==> src/rtl/demux_scan_pkg.sv <==
// Shared types and constants for the 3-8 demux scan controller.
// Channel k of a frame occupies bits [k*DW +: DW].
package demux_scan_pkg;

  localparam int DW   = 4;
  localparam int NCH  = 8;
  localparam int SELW = 3;

  typedef enum logic [1:0] {
    ST_IDLE = 2'd0,
    ST_SCAN = 2'd1,
    ST_GAP  = 2'd2
  } state_t;

  function automatic logic [DW-1:0] ch_slice(input logic [NCH*DW-1:0] frame,
                                             input logic [SELW-1:0]   k);
    return frame[k*DW +: DW];
  endfunction

endpackage

==> src/rtl/demux_scan_ctrl_lxy_rr_next_sel.sv <==
// Combinational round-robin search: next set mask bit after cur_sel (mod NCH).
// A lone set bit at cur_sel finds itself, which counts as a wrap.
module rr_next_sel #(
  parameter int NCH  = 8,
  parameter int SELW = 3
) (
  input  logic [NCH-1:0]  mask,
  input  logic [SELW-1:0] cur_sel,
  output logic [SELW-1:0] next_sel,
  output logic            wrapped,
  output logic            none
);

  logic            found;
  logic [SELW-1:0] idx;

  always_comb begin
    next_sel = cur_sel;
    found    = 1'b0;
    idx      = '0;
    none     = (mask == '0);
    for (int i = 1; i <= NCH; i++) begin
      idx = SELW'((int'(cur_sel) + i) % NCH);
      if (!found && mask[idx]) begin
        next_sel = idx;
        found    = 1'b1;
      end
    end
    wrapped = !none && (next_sel <= cur_sel);
  end

endmodule

==> src/rtl/demux_scan_ctrl_lxy.sv <==
// Scan controller: walks the enabled channels onto the demux, DWELL clocks each,
// with a 1-clock blanking gap; frame reloads take effect only at frame boundaries.
module demux_scan_ctrl_lxy
  import demux_scan_pkg::*;
#(
  parameter int DWELL = 250,
  parameter int CW    = 8
) (
  input  logic                clk,
  input  logic                rst,
  input  logic                start,
  input  logic                stop,
  input  logic [NCH-1:0]      ch_mask,
  input  logic [NCH*DW-1:0]   frame_data,
  input  logic                load_req,
  output logic                load_ack,
  output logic [SELW-1:0]     dmx_sel,
  output logic [DW-1:0]       dmx_data,
  output logic                dmx_en,
  output logic                frame_done,
  output logic                busy
);

  state_t              state_q, state_d;
  logic [SELW-1:0]     sel_q, sel_d;
  logic [DW-1:0]       data_q, data_d;
  logic [CW-1:0]       cnt_q, cnt_d;
  logic [NCH*DW-1:0]   shadow_q, shadow_d;
  logic [NCH*DW-1:0]   pend_q, pend_d;
  logic                pend_valid_q, pend_valid_d;
  logic                req_seen_q, req_seen_d;
  logic                load_ack_q, load_ack_d;

  logic [SELW-1:0]     rr_cur, rr_next;
  logic                rr_wrapped, rr_none;
  logic                capture, boundary;

  // From IDLE the search starts below channel 0 so it yields the lowest set bit.
  assign rr_cur = (state_q == ST_IDLE) ? SELW'(NCH - 1) : sel_q;

  rr_next_sel #(.NCH(NCH), .SELW(SELW)) u_rr (
    .mask     (ch_mask),
    .cur_sel  (rr_cur),
    .next_sel (rr_next),
    .wrapped  (rr_wrapped),
    .none     (rr_none)
  );

  assign capture  = load_req && !req_seen_q;
  assign boundary = (state_q == ST_GAP) && rr_wrapped;

  always_comb begin
    state_d      = state_q;
    sel_d        = sel_q;
    data_d       = data_q;
    cnt_d        = cnt_q;
    shadow_d     = shadow_q;
    pend_d       = pend_q;
    pend_valid_d = pend_valid_q;
    req_seen_d   = load_req;
    load_ack_d   = 1'b0;

    // Boundary consumes the old pending before a same-clock capture refills it.
    if (boundary && pend_valid_q) begin
      shadow_d     = pend_q;
      pend_valid_d = 1'b0;
    end
    if (capture) begin
      load_ack_d = 1'b1;
      if (state_q == ST_IDLE) begin
        shadow_d = frame_data;
      end else begin
        pend_d       = frame_data;
        pend_valid_d = 1'b1;
      end
    end

    unique case (state_q)
      ST_IDLE: begin
        if (start && (|ch_mask) && !stop) begin
          state_d = ST_SCAN;
          sel_d   = rr_next;
          cnt_d   = '0;
          data_d  = ch_slice(shadow_d, rr_next);
        end
      end
      ST_SCAN: begin
        if (stop) begin
          state_d = ST_IDLE;
        end else if (cnt_q == CW'(DWELL - 1)) begin
          state_d = ST_GAP;
        end else begin
          cnt_d = cnt_q + CW'(1);
        end
      end
      ST_GAP: begin
        if (stop || rr_none) begin
          state_d = ST_IDLE;
        end else begin
          state_d = ST_SCAN;
          sel_d   = rr_next;
          cnt_d   = '0;
          data_d  = ch_slice(shadow_d, rr_next);
        end
      end
      default: state_d = ST_IDLE;
    endcase
  end

  always_ff @(posedge clk) begin
    if (rst) begin
      state_q      <= ST_IDLE;
      sel_q        <= '0;
      data_q       <= '0;
      cnt_q        <= '0;
      shadow_q     <= '0;
      pend_q       <= '0;
      pend_valid_q <= 1'b0;
      req_seen_q   <= 1'b0;
      load_ack_q   <= 1'b0;
    end else begin
      state_q      <= state_d;
      sel_q        <= sel_d;
      data_q       <= data_d;
      cnt_q        <= cnt_d;
      shadow_q     <= shadow_d;
      pend_q       <= pend_d;
      pend_valid_q <= pend_valid_d;
      req_seen_q   <= req_seen_d;
      load_ack_q   <= load_ack_d;
    end
  end

  assign load_ack   = load_ack_q;
  assign dmx_sel    = sel_q;
  assign dmx_data   = data_q;
  assign dmx_en     = (state_q == ST_SCAN);
  assign busy       = (state_q != ST_IDLE);
  // A reset landing on a wrap GAP suppresses that frame end.
  assign frame_done = boundary && !rst;

endmodule

==> config.mk <==
export PLATFORM = sky130hd
export DESIGN_NAME = demux_scan_ctrl_lxy
export DESIGN_NICKNAME = d
export VERILOG_FILES = /design/src/rtl/demux_scan_pkg.sv /design/src/rtl/demux_scan_ctrl_lxy_rr_next_sel.sv /design/src/rtl/demux_scan_ctrl_lxy.sv
export SDC_FILE = /design/constraint.sdc
export NUM_CORES = 1
export LEC_CHECK = 0
export CAP_MARGIN = 20
export CORE_UTILIZATION = 50
export DETAILED_ROUTE_END_ITERATION = 10
export GPL_ROUTABILITY_DRIVEN = 0
export HOLD_SLACK_MARGIN = 0.06
export PLACE_DENSITY = 0.81
export SKIP_CTS_REPAIR_TIMING = 1
export SYNTH_ARGS = -nofsm -noshare
export SYNTH_HDL_FRONTEND = slang
export SYNTH_SLANG_ARGS = --single-unit
==> constraint.sdc <==
create_clock -name clk -period 14.6 [get_ports clk]
set_input_delay 1.46 -clock clk [delete_from_list [all_inputs] [get_ports clk]]
set_output_delay 1.46 -clock clk [all_outputs]
set_load 0.02 [all_outputs]
==> results of run 1 <==
-- layer usage --
metal | wire length [µm] | part of all wire, %
met1 | 6198 | 43
met2 | 6778 | 47
met3 | 1131 | 7.8
met4 | 352 | 2.4
met5 | 0 | 0
-- worst max path at each step --
stage / from / endpoint / slack (ns) / cells after the start
2_1_floorplan: ch_mask[6] / frame_done / 7.89 / 16
3_3_place_gp: ch_mask[6] / frame_done / 6.52 / 15
3_5_place_dp: ch_mask[5] / frame_done / 6.39 / 17
4_1_cts: state_q[1] / frame_done / 6.25 / 19
5_1_grt: state_q[1] / frame_done / 5.73 / 19
6_report: state_q[1] / frame_done / 6.15 / 19
-- final cells by class --
cell class | count | area (µm²)
fillers | 933 | 4253
multi-input cells | 525 | 3327
flip-flops and latches | 84 | 1682
repair buffers | 66 | 628.1
well taps | 136 | 170.2
clock buffers | 9 | 123.9
clock inverters | 6 | 48.80
inverters | 12 | 45.04
-- worst max-delay path, stage by stage, from the launching register on --
cell             delay, ns
dfxtp_1               0.41
nor2_1                0.64
nor2_4                0.07
inv_2                 0.35
ha_1                  0.36
xnor2_1               0.29
mux4_2                0.63
nor3_4                0.29
nand2_1               0.13
nor2_1                0.19
mux2i_1               0.09
a2bb2oi_1             0.78
inv_1                 0.28
ha_1                  0.41
nand2_1               0.08
inv_1                 0.05
o2111a_1              0.14
o32a_1                0.48
nor3_1                0.30
clkdlybuf4s50_1       0.65
-- synthesized netlist by cell type, types with 4 or more instances --
master / number
a211oi_1: 23
inv_1: 8
or3_1: 9
and4_1: 4
and2_1: 6
a32oi_1: 5
o2111ai_1: 7
a21o_1: 6
a211o_1: 6
nand2_1: 103
a21oi_1: 55
ha_1: 4
xnor2_1: 5
clkbuf_1: 39
inv_2: 4
nor4_1: 4
nor2b_1: 6
buf_2: 5
nor2_1: 79
nor3_1: 9
mux2i_1: 32
o31a_1: 4
o211ai_1: 8
nand4_1: 13
o31ai_1: 6
nor3b_1: 7
o21ai_0: 23
xor2_1: 4
o22ai_1: 4
mux2_2: 7
a31oi_1: 7
nand2b_1: 5
nand3_1: 7
dfxtp_1: 84
-- per-stage QoR --
step                      util (%)  hold WS (ns)  total power [mW]
final                        58.62        0.4579            0.5879
after global routing         58.62        0.4750            0.6163
after CTS                    58.62        0.4596            0.5859
after detailed placement     56.94        0.4478            0.4340
after global placement       56.94        0.4399            0.4302
after floorplan                  -        0.4323            0.3753
-- layout by cell type, fill, tap and decap left out, drive strengths merged, types with 9 or more instances in the layout --
master and n:
dfxtp 84, clkbuf 9, inv 15, nor2 80, mux2i 32, mux2 12
nand2 103, a211oi 24, o21ai 26, nor3 11, nand4 14, a21oi 55
buf 12, clkdlybuf4s50 54, or3 9
-- kinds of logic after synthesis --
kind of cell,count (synthesis),synth area share (%)
and+or+nand+nor,262,23.22
AOI/OAI and AO/OA,202,27.05
DFF,84,31.97
buffers and inverters,62,4.924
muxes,47,10.09
xor gates and xnor gates,10,1.808
adders and majority gates,4,0.9515
-- report_power, final --
part | leakage [nW] | internal (mW) | switching [mW]
combinational | 1.30 | 0.0730 | 0.111
sequential | 0.686 | 0.241 | 0.00951
clock | 0.0840 | 0.0628 | 0.0904
total | 2.07 | 0.377 | 0.211
-- flip-flops by register name, indices dropped and copies added, names as in the netlist --
signal / cells
dmx_sel: 3
pend_valid_q: 1
pend_q: 32
state_q: 2
cnt_q: 8
req_seen_q: 1
load_ack: 1
dmx_data: 4
shadow_q: 32
==> impl_metrics.csv, run 1 <==
group,metric,value,unit
synth,synth_ff_type,"dfxtp_1",
synth,synth_area_leaders,"dfxtp_1 (32%), nand2_1 (7.4%), mux2i_1 (6.1%), nor2_1 (5.6%), a21oi_1 (5.2%)",
synth,avgSynthCellArea,7.839,µm²
sta,fin_skew,0.01281,ns
route,wl_per_cell,17.26,µm
worst_setup_path,worstPathMaxFanout,17,
hold_path,min_path_type,"register to register",
global_routing,grt_max_degree,72,
placement,dp.cells,823,
sta,rsz0062_at_grt,"no",
die,io_pins,56,
synth,syn_nets,720,
placement,hpwl,9.730,mm
global_routing,grt_pass1_vias,4994,
sta,setup_viol,0,
layout,final_cells,838,
global_routing,grt.total_usage,26.96,%
hold_path,min_path_cells,2,
sta,slew_viol_final,0,
cts,cts_root_buf,"clkbuf_8",
route,final_antenna_net_count,0,
global_routing,busiest_layer,"met2",
power,max-vdd-ir-drop,0.00004963,V
cts,cts_sinks,84,
cts,cts_max_path_buffers,2,
die,core_area,0.01028,mm²
cts,insertion_delay,0.38,ns
worst_setup_path,required,13.14,ns
layout,nNetsFinal,747,
sta,period_share,57.87,%
cts,path_clk_slew,0.08,ns
route,finalWirelength,14.46,mm
power,p_per_area,97.59,mW/mm²
cts,cts_buffers,9,
synth,synth_edf_count,0,
sta,hold_viol,0,
cts,htreeDepth,3,
die,std_cell_rows,37,
worst_setup_path,ff2ff_setup_slack,7.08,ns
synth,synthArstFlopShare,0,%
route,via_per_inst,6.397,
sta,min_period,8.449,ns
layout,areaGrowthSynthToFinish,14.53,%
hold_path,min-delay-start,"pend_q[25]",
placement,pre_cts_ws,6.388,ns
global_routing,gr-total-overflow,0,
global_routing,antenna_found_initial,0,
layout,drive_gt1_share,8.262,%
synth,synth_area_leader_cell,"dfxtp_1",
sta,setup-tns-final,0,ns
flow_run,maxCapViolCount,0,
worst_setup_path,critical_path_arrival,6.99,ns
hold_path,hold_path_end,"pend_q[25]",
synth,synthesis.instances,671,
power,leakage,2.069,nW
sta,setup_ws,6.151,ns
worst_setup_path,worstSetupPathType,"register to primary output",
status,outcome,"finished clean",
sta,worst_pin_slew,1.004,ns
synth,syn_area,0.005260,mm²
worst_setup_path,end_kind,"primary output",
worst_setup_path,r2r_start,"state_q[1]",
global_routing,grt_use_met2,43.33,%
worst_setup_path,timing.rr.end,"dmx_data[1]",
route,drt_iter0_markers,498,
route,drcViolationCount,0,
die,die_h,104.6,µm
synth,ys_warn_count,0,
layout,antennaDiodeCount,0,
layout,design_area,0.006025,mm²
global_routing,use_met1,35.31,%
route,drtPass1Iterations,7,
synth,yosysSeqAreaShare,31.97,%
die,die-area,0.01093,mm²
cts,cts_tree,"done",
global_routing,grt.met3_usage,5.115,%
route,vias,5361,
placement,numPortBuffers,55,
sta,slew_headroom,32.83,%
worst_setup_path,rr_worst_depth,23,
synth,ys_seq_elements,84,
worst_setup_path,cp-start-kind,"register",
synth,synth_top_area_share,31.97,%
die,die-width,104.6,µm
placement,dpl_cell_area,0.005852,mm²
global_routing,grt_pass1_wl,24.23,mm
die,start_util,51.18,%
sta,clock.fmax,118.4,MHz
synth,synth_cell_type_count,76,
No activity file was read; power rests on OpenSTA's default activity.
==> run 2: changes to the inputs <==
--- a/config.mk
+++ b/config.mk
@@ -10,7 +10,7 @@
 export DETAILED_ROUTE_END_ITERATION = 10
 export GPL_ROUTABILITY_DRIVEN = 0
 export HOLD_SLACK_MARGIN = 0.06
-export PLACE_DENSITY = 0.81
+export PLACE_DENSITY = 0.84
 export SKIP_CTS_REPAIR_TIMING = 1
 export SYNTH_ARGS = -nofsm -noshare
 export SYNTH_HDL_FRONTEND = slang
==> constraint.sdc (replaced) <==
create_clock -name clk -period 7 [get_ports clk]
set_input_delay 0.7 -clock clk [delete_from_list [all_inputs] [get_ports clk]]
set_output_delay 0.7 -clock clk [all_outputs]
set_load 0.02 [all_outputs]
==> impl_metrics.csv, run 2 (same netlist as run 1, synthesis figures left out) <==
group,metric,value,unit
cts,htreeDepth,3,
worst_setup_path,required,6.30,ns
sta,slew_viol_final,0,
layout,areaGrowthSynthToFinish,15.96,%
route,via_per_inst,6.334,
worst_setup_path,critical_path_arrival,5.84,ns
global_routing,grt_max_degree,72,
power,p_sw,430.0,µW
layout,drive_gt1_share,9.181,%
worst_setup_path,rr_worst_depth,25,
power,swShare,33.96,%
global_routing,antenna_found_initial,0,
die,die_h,104.6,µm
layout,register_area,0.001682,mm²
worst_setup_path,worstSetupPathType,"register to primary output",
sta,min_period,6.541,ns
sta,slew_headroom,34.43,%
route,drtPass1Iterations,5,
worst_setup_path,worstPathCellList,"nor2_1 > buf_4 > nor2_4 > inv_2 > ha_1 > xnor2_2 > mux4_2 > nor3_4 > nand2_1 > nor2_1 > mux2i_1 > a2bb2oi_1 > buf_4 > inv_1 > ha_1 > nand2_1 > inv_1 > o2111a_1 > o32a_2 > nor3_1 > clkdlybuf4s50_1",
worst_setup_path,cp_slowest_cell,"clkdlybuf4s50_1",
power,max-vdd-ir-drop,0.0001093,V
route,wl_per_cell,17.30,µm
route,drcViolationCount,0,
worst_setup_path,end_kind,"primary output",
hold_path,min_path_cells,2,
placement,dp.cells,828,
sta,setup_viol,0,
die,io_pins,56,
global_routing,grt_use_met2,42.67,%
die,start_util,51.18,%
die,die-area,0.01093,mm²
layout,most-common-layout-cells,"nand2_1 (102), dfxtp_1 (84), nor2_1 (77)",
cts,insertion_delay,0.37,ns
global_routing,busiest_layer,"met2",
sta,worst_pin_slew,0.9801,ns
route,vias,5346,
worst_setup_path,cp_slowest_stage_delay,0.66,ns
worst_setup_path,worstPathMaxFanout,17,
die,core_area,0.01028,mm²
worst_setup_path,cp-start-kind,"register",
placement,hpwl,10.11,mm
power,combPwrFrac,31.1,%
sta,period_share,93.44,%
worst_setup_path,cp_num_cells,21,
placement,numPortBuffers,55,
sta,clock.fmax,152.9,MHz
layout,final_common_cell,"nand2_1",
power,leakage,2.122,nW
die,die-width,104.6,µm
layout,final_cells,844,
cts,cts_buffers,9,
power,clkPwrFrac,28.1,%
sta,whs,0.4613,ns
power,pwr-share-seq,40.9,%
global_routing,grt_pass1_wl,23.81,mm
route,final_antenna_net_count,0,
sta,fin_skew,0.009838,ns
layout,nNetsFinal,752,
cts,cts_tree,"done",
route,drt_iter0_markers,474,
worst_setup_path,cp_top_family,"buffers and inverters",
status,outcome,"finished clean",
layout,fill_cells,931,
die,std_cell_rows,37,
worst_setup_path,path_buf_inv,6,
global_routing,grt.total_usage,26.87,%
sta,setup-tns-final,0,ns
global_routing,grt.met3_usage,3.493,%
layout,multi_input_area,0.003336,mm²
global_routing,grt_pass1_vias,4988,
route,finalWirelength,14.60,mm
global_routing,use_met1,34.36,%
layout,reg.largest.list,"pend_q (32), shadow_q (32), cnt_q (8)",
sta,hold_viol,0,
cts,cts_max_path_buffers,2,
power,p_per_area,207.6,mW/mm²
layout,antennaDiodeCount,0,
cts,cts_root_buf,"clkbuf_8",
global_routing,gr-total-overflow,0,
flow_run,maxCapViolCount,0,
cts,cts_sinks,84,
cts,path_clk_slew,0.09,ns
power,p_int,836.1,µW
sta,rsz0062_at_grt,"no",
hold_path,min_path_type,"register to register",
==> run 2: changes by cell type in the layout (fill, tap and decap cells not counted) <==
cell        previous run  this run
xnor2_2                1         2
o32a_2                 0         1
clkbuf_8               9        10
clkinv_2               1         2
clkinvlp_4             2         0
inv_6                  2         0
buf_4                 11        16
xnor2_1                5         4
bufinv_16              0         1
clkbuf_1               0         1
o32a_1                 3         2
clkinv_4               0         1
==> run 2: cell type report <==
class                   instances  area share (%)
clock buffers                  11           2.318
clock inverters                 5          0.9846
inverters                      12          0.7385
multi-input cells             525           54.69
flip-flops and latches         84           27.57
well taps                     136           2.790
repair buffers                 71           10.91
==> run 2: worst paths after layout <==
path                                 start          end  slack (ns)
worst max-delay path            state_q[1]   frame_done        0.46
worst min-delay path            pend_q[30]   pend_q[30]        0.46
worst max register to register  state_q[1]  dmx_data[1]        0.76
worst min register to register  pend_q[30]   pend_q[30]        0.46
==> run 2: through the flow <==
step / total power [mW] / setup slack [ns] / instance area (µm²) / utilization, %
after floorplan: 0.7827 / 1.318 / 5260 / -
after CTS: 1.259 / 0.3651 / 6091 / 59.26
after global placement: 0.8996 / 0.9303 / 5889 / 57.30
after global routing: 1.324 / 0.03147 / 6100 / 59.35
final: 1.266 / 0.4594 / 6100 / 59.35
after detailed placement: 0.9093 / 0.7333 / 5889 / 57.30
==> run 2: power groups by stage <==
stage                     combinational [mW]  clock (mW)  sequential (mW)
final                                  0.393       0.355            0.517
after global routing                   0.424       0.380            0.519
after CTS                              0.384       0.359            0.517
after detailed placement               0.381           0            0.528
after global placement                 0.373           0            0.527
after floorplan                        0.253           0            0.529
==> run 2: worst reg2reg max path, stage by stage (launching register included) <==
cell	delay, ns
dfxtp_1	0.48
nor2_1	0.10
buf_4	0.18
nor2_4	0.12
inv_2	0.18
ha_1	0.36
xnor2_2	0.29
mux4_2	0.59
nor3_4	0.29
nand2_1	0.14
nor2_1	0.16
mux2i_1	0.09
a2bb2oi_1	0.18
buf_4	0.20
inv_1	0.12
ha_1	0.34
nand2_1	0.07
inv_1	0.05
o2111a_1	0.13
o32a_2	0.45
nor3_4	0.20
buf_4	0.38
mux2_2	0.41
a211oi_1	0.29
nor4_1	0.09
a32o_1	0.26
==> run 2: layer usage <==
metal,routed length [µm],share of wire (%),vias to the layer above
met5,0,0,-
met4,563,3.9,0
met3,934,6.4,50
met2,6869,47,260
met1,6233,43,2503
li1,-,-,2533
